File: config.mk
export PLATFORM = sky130hd
export DESIGN_NAME = dexie_store_gate
export DESIGN_NICKNAME = d
export VERILOG_FILES = /design/src/rtl/dexie_store_gate.sv
export SDC_FILE = /design/constraint.sdc
export NUM_CORES = 1
export LEC_CHECK = 0
export ABC_AREA = 1
export BUFFER_PORTS_ARGS = -buffer_cell sky130_fd_sc_hd__buf_2
export CAP_MARGIN = 20
export CORE_ASPECT_RATIO = 1.2
export CORE_MARGIN = 2
export CORE_UTILIZATION = 55
export CTS_BUF_LIST = sky130_fd_sc_hd__clkbuf_2 sky130_fd_sc_hd__clkbuf_4 sky130_fd_sc_hd__clkbuf_8
export DETAILED_ROUTE_END_ITERATION = 8
export GPL_ROUTABILITY_DRIVEN = 0
export GPL_TIMING_DRIVEN = 1
export PLACE_DENSITY = 0.88
export SKIP_LAST_GASP = 1
export SLEW_MARGIN = 5
export SYNTH_ARGS = -nofsm -noshare
export SYNTH_HDL_FRONTEND = slang
export SYNTH_SLANG_ARGS = --single-unit
File: constraint.sdc
create_clock -name clk -period 4.1 [get_ports clk]
set_input_delay 0.205 -clock clk [delete_from_list [all_inputs] [get_ports clk]]
set_output_delay 0.205 -clock clk [all_outputs]
set_load 0.01 [all_outputs]
File: src/rtl/dexie_store_gate.sv
// Store gate between the DExIE master port and an external policy checker.
// Each store is held, sent to the checker, and released only on approval; denial or timeout is terminal.
module dexie_store_gate #(
  parameter int RESP_TIMEOUT = 256,
  parameter int CNT_W        = 32
) (
  input  logic             clk,
  input  logic             rst_n,
  input  logic             enable,
  input  logic [31:0]      df_mem_pc,
  input  logic             df_mem_store,
  input  logic [31:0]      df_mem_addr,
  input  logic [1:0]       df_mem_len,
  input  logic [31:0]      df_mem_storedata,
  input  logic             df_mem_stalling,
  output logic             df_mem_stallOnStore,
  output logic             df_mem_continueStore,
  output logic             req_valid,
  input  logic             req_ready,
  output logic [31:0]      req_pc,
  output logic [31:0]      req_addr,
  output logic [1:0]       req_len,
  output logic [31:0]      req_data,
  input  logic             resp_valid,
  input  logic             resp_ok,
  output logic             violation,
  output logic [CNT_W-1:0] approved_cnt
);

  localparam int TW = (RESP_TIMEOUT > 1) ? $clog2(RESP_TIMEOUT) : 1;
  localparam logic [TW-1:0] TMAX = (RESP_TIMEOUT == 0) ? TW'(0) : TW'(RESP_TIMEOUT - 1);

  typedef enum logic [2:0] {
    IDLE      = 3'd0,
    PASS      = 3'd1,
    REQ       = 3'd2,
    WAIT_RESP = 3'd3,
    RELEASE   = 3'd4,
    FAULT     = 3'd5
  } state_t;

  state_t           state_r, state_s;
  logic             enable_q_r, enable_q_s;
  logic [TW-1:0]    timer_r, timer_s;
  logic [CNT_W-1:0] cnt_r, cnt_s;
  logic             capture_s;

  // Next-state logic; enable_q only follows enable while no store is in flight.
  always_comb begin
    state_s    = state_r;
    enable_q_s = enable_q_r;
    timer_s    = timer_r;
    cnt_s      = cnt_r;
    capture_s  = 1'b0;
    case (state_r)
      IDLE: begin
        if (!enable_q_r) begin
          state_s = PASS;
        end else if (df_mem_store && df_mem_stalling) begin
          capture_s = 1'b1;
          state_s   = REQ;
        end else begin
          enable_q_s = enable;
        end
      end
      PASS: begin
        // Gating resumes only between stores, never mid-issue.
        if (enable && !df_mem_store) begin
          state_s    = IDLE;
          enable_q_s = 1'b1;
        end else begin
          state_s = PASS;
        end
      end
      REQ: begin
        if (req_ready) begin
          state_s = WAIT_RESP;
          timer_s = TW'(0);
        end else begin
          state_s = REQ;
        end
      end
      WAIT_RESP: begin
        timer_s = timer_r + TW'(1);
        if (resp_valid) begin
          state_s = resp_ok ? RELEASE : FAULT;
        end else if ((RESP_TIMEOUT != 0) && (timer_r == TMAX)) begin
          state_s = FAULT;
        end else begin
          state_s = WAIT_RESP;
        end
      end
      RELEASE: begin
        if (!df_mem_stalling) begin
          cnt_s   = cnt_r + CNT_W'(1);
          state_s = IDLE;
        end else begin
          state_s = RELEASE;
        end
      end
      FAULT: begin
        state_s = FAULT;
      end
      default: begin
        state_s = FAULT;
      end
    endcase
  end

  // State, timer and counter registers.
  always_ff @(posedge clk or negedge rst_n) begin
    if (!rst_n) begin
      state_r    <= IDLE;
      enable_q_r <= 1'b0;
      timer_r    <= TW'(0);
      cnt_r      <= CNT_W'(0);
    end else begin
      state_r    <= state_s;
      enable_q_r <= enable_q_s;
      timer_r    <= timer_s;
      cnt_r      <= cnt_s;
    end
  end

  // Outputs are registered from the next-state decode so they align with the state.
  always_ff @(posedge clk or negedge rst_n) begin
    if (!rst_n) begin
      df_mem_stallOnStore  <= 1'b0;
      df_mem_continueStore <= 1'b0;
      req_valid            <= 1'b0;
      violation            <= 1'b0;
    end else begin
      df_mem_stallOnStore  <= enable_q_s & (state_s != PASS);
      df_mem_continueStore <= (state_s == RELEASE);
      req_valid            <= (state_s == REQ);
      violation            <= (state_s == FAULT);
    end
  end

  // Captured store payload, held stable for the whole request.
  always_ff @(posedge clk or negedge rst_n) begin
    if (!rst_n) begin
      req_pc   <= 32'd0;
      req_addr <= 32'd0;
      req_len  <= 2'd0;
      req_data <= 32'd0;
    end else if (capture_s) begin
      req_pc   <= df_mem_pc;
      req_addr <= df_mem_addr;
      req_len  <= df_mem_len;
      req_data <= df_mem_storedata;
    end else begin
      req_pc   <= req_pc;
      req_addr <= req_addr;
      req_len  <= req_len;
      req_data <= req_data;
    end
  end

  assign approved_cnt = cnt_r;

endmodule
==> metrics.txt <==
Clock Tree Buf Depth=2; post-synth cell types=32; startpoint types=register; vias in the first global route=5670; Worst VDD drop=about 0.00024 V; Crit path largest cell delay=~460 ps; cts bufs inserted=17; end of the worst hold path=req_addr[8]; cells along the critical path=nor2_4, nand2_4, nor2_8, buf_12, mux2_2; Post-Synth XOR/XNOR Area=0.02575; Synth async-reset ratio=1.000; area leader, netlist=dfrtp_1; Simple-Gate Fraction of Synth Area=0.1731; Post-synth top cells=nand2_1 (151), dfrtp_1 (146), mux2_2 (88); port bufs=roughly 240; Die W=around 100 um; PD cells=323.4 nW/um2; P_leak=a little over 0.005 uW; Ports=240; WHS Path Cells=2; Reg-to-Reg Start=state_r[1]; Setup Viol. Count Final=0; main combinational cell family by area after synthesis=multiplexers; total power=2936 uW; complex-gate fraction of the synthesized area=0.01394; Post-Route WL=21.38 mm; reg2reg path depth=5; Placed Instances=979; final cell count without fillers=about 1100; Fmax=465.1 MHz; clk root buf=clkbuf_8; Starting DRT DRC Count=220; WHS=-2.525 ps; CP max stage cell=dfrtp_1; largest fanout on the critical path=74; multiplexer share of the synthesized area=0.1766; minimum clock period=between 2000 and 2500 ps; share of cells above drive strength 1=0.4143; Tcrit/Tclk final=0.5244; failing checks=hold timing; R2R setup slack=1950 ps; Die Ht=122.7 um; WS Path Type=reg -> reg; WP data required=about 4400 ps; full die area=12640 um2; synthesized instance count=594; CTS Sinks=~150; clock latency on the worst-skew pair=440 ps; dpl hpwl=12.25 mm; syn avg cell area=roughly 11 um2; #FFs+latches synth=between 100 and 150; via count=between 5000 and 6000; Post-CTS Hold Fix Bufs=just over 70; CTS tree=done; row count=43; Antenna Nets Post-Route=0; Wirelength per Cell=roughly 20 um; drt drc=0; initial core utilization=0.5613; Placed Area=slightly below 8000 um2; drt first pass iters=4; initial antenna violation count=1; synth top area cells=dfrtp_1 (57%), mux2_2 (15%), nand2_1 (8.8%); Hold Startpoint=df_mem_addr[8]; sequential element share of the synthesized area=0.5653; synthesized cell area=6462 um2; skew final=between 20 and 25 ps; Core Footprint=between 10000 and 15000 um2; Resize count post-CTS=0; H-tree depth=4; GRT Overall Usage=0.3266; adder-cell share of the synthesized area=0.003872; global-route wire length before repair=between 30 and 40 mm; post-route setup TNS=0 ps; Ys Warns=0; largest net degree at the start of global routing=roughly 120; cell with the most instances after synthesis=nand2_1; clock slew at reported path FFs=100 ps; P&R area growth vs syn=40.48%; Post-synth EDFFs=0; Syn Nets=around 700; RSZ-0062 raised after global routing=no; Final Max Slew Viols=0; Arr. time, crit path=approximately 2500 ps; setup bufs post-CTS=0; relative slew slack=0.4710; Yosys top cell area share=0.5653; Main synth FF type=dfrtp_1; Design Area, Final=slightly above 9000 um2; Reg2Reg Capture Point=req_addr[11]; Max Cap Violations=0; final hold vios=1; HP Class=in -> reg; crit end category=register; worst-margin pin slew=between 700 and 800 ps; nets=about 1000; status=finished with violations; grt ovf=0; vias per cell=between 5 and 6
cell type report:
class	count	area (um2)
tap	157	196.4
inverter	44	165.2
antenna	1	2.502
timing repair buffer	322	2058
clock inverter	14	227.7
sequential	146	3654
fill	684	2435
multi-input combinational	391	2541
clock buffer	17	234.0
layer usage:
layer / GRT usage / share of wire / routed length [um]
met4: 0.1456 / 0.042 / 896
met3: 0.1338 / 0.098 / 2099
met5: 0 / 0 / 0
met1: 0.3720 / 0.36 / 7666
met2: 0.5365 / 0.50 / 10720
critical path, delay by kind of cell, from the launching register on:
kind,cells,cell delay [ps]
and+or+nand+nor,3,690
DFF,1,460
muxes,1,430
buffers and inverters,1,410
power breakdown:
part / switching (uW) / leakage (uW) / internal (uW)
logic: 70.6 / 0.00283 / 91.6
clock network: 599 / 0.000228 / 735
registers: 0.458 / 0.00200 / 1440
total: 670 / 0.00506 / 2270
layout by cell type, fill, tap and decap left out, types with 4 or more instances in the layout:
| cell | synthesis | layout |
|---|---|---|
| a21oi_1 | 6 | 6 |
| buf_2 | 1 | 238 |
| bufinv_16 | 0 | 5 |
| clkbuf_8 | 0 | 17 |
| dfrtp_1 | 146 | 146 |
| dlygate4sd3_1 | 0 | 80 |
| inv_1 | 42 | 42 |
| inv_6 | 0 | 5 |
| mux2_2 | 88 | 88 |
| mux2_4 | 10 | 10 |
| nand2_1 | 151 | 151 |
| nand3_1 | 25 | 25 |
| nand3b_1 | 4 | 4 |
| nor2_1 | 56 | 56 |
| nor2_2 | 4 | 4 |
| o21ai_0 | 5 | 5 |
| xnor2_1 | 7 | 7 |
| xor2_1 | 12 | 12 |
per-stage QoR:
stage	utilization	setup WS, ps
detailed placement	0.6763	2051
floorplan	-	2558
CTS	0.7790	2015
global placement	0.6763	2111
finish	0.7885	1950
global route	0.7885	1860
cells by family after synthesis:
| group | after synthesis |
|---|---|
| multiplexers | 98 |
| flip-flops | 146 |
| buffers and inverters | 57 |
| XOR/XNOR | 19 |
| AND/OR/NAND/NOR | 256 |
| adder cells (fa/ha/maj) | 2 |
| AO/OA/AOI/OAI | 16 |
how the worst max path moves through the flow:
stage | startpoint | cells after the start | slack, ps | to
after floorplan | approved_cnt[0] | 8 | 2560 | approved_cnt[16]
after detailed placement | state_r[0] | 5 | 2050 | req_data[20]
after CTS | state_r[1] | 5 | 2020 | req_data[18]
after global routing | state_r[1] | 5 | 1860 | req_addr[11]
final | state_r[1] | 5 | 1950 | req_addr[11]
after global placement | state_r[0] | 5 | 2110 | req_data[11]
flip-flops by register name, summed over array words and instances (netlist names):
name                  flops
req_pc                   32
violation                 1
approved_cnt             32
enable_q_r                1
req_addr                 32
timer_r                   8
df_mem_stallOnStore       1
req_data                 32
state_r                   3
req_valid                 1
req_len                   2
df_mem_continueStore      1
Power figures use the tool's default switching activity.
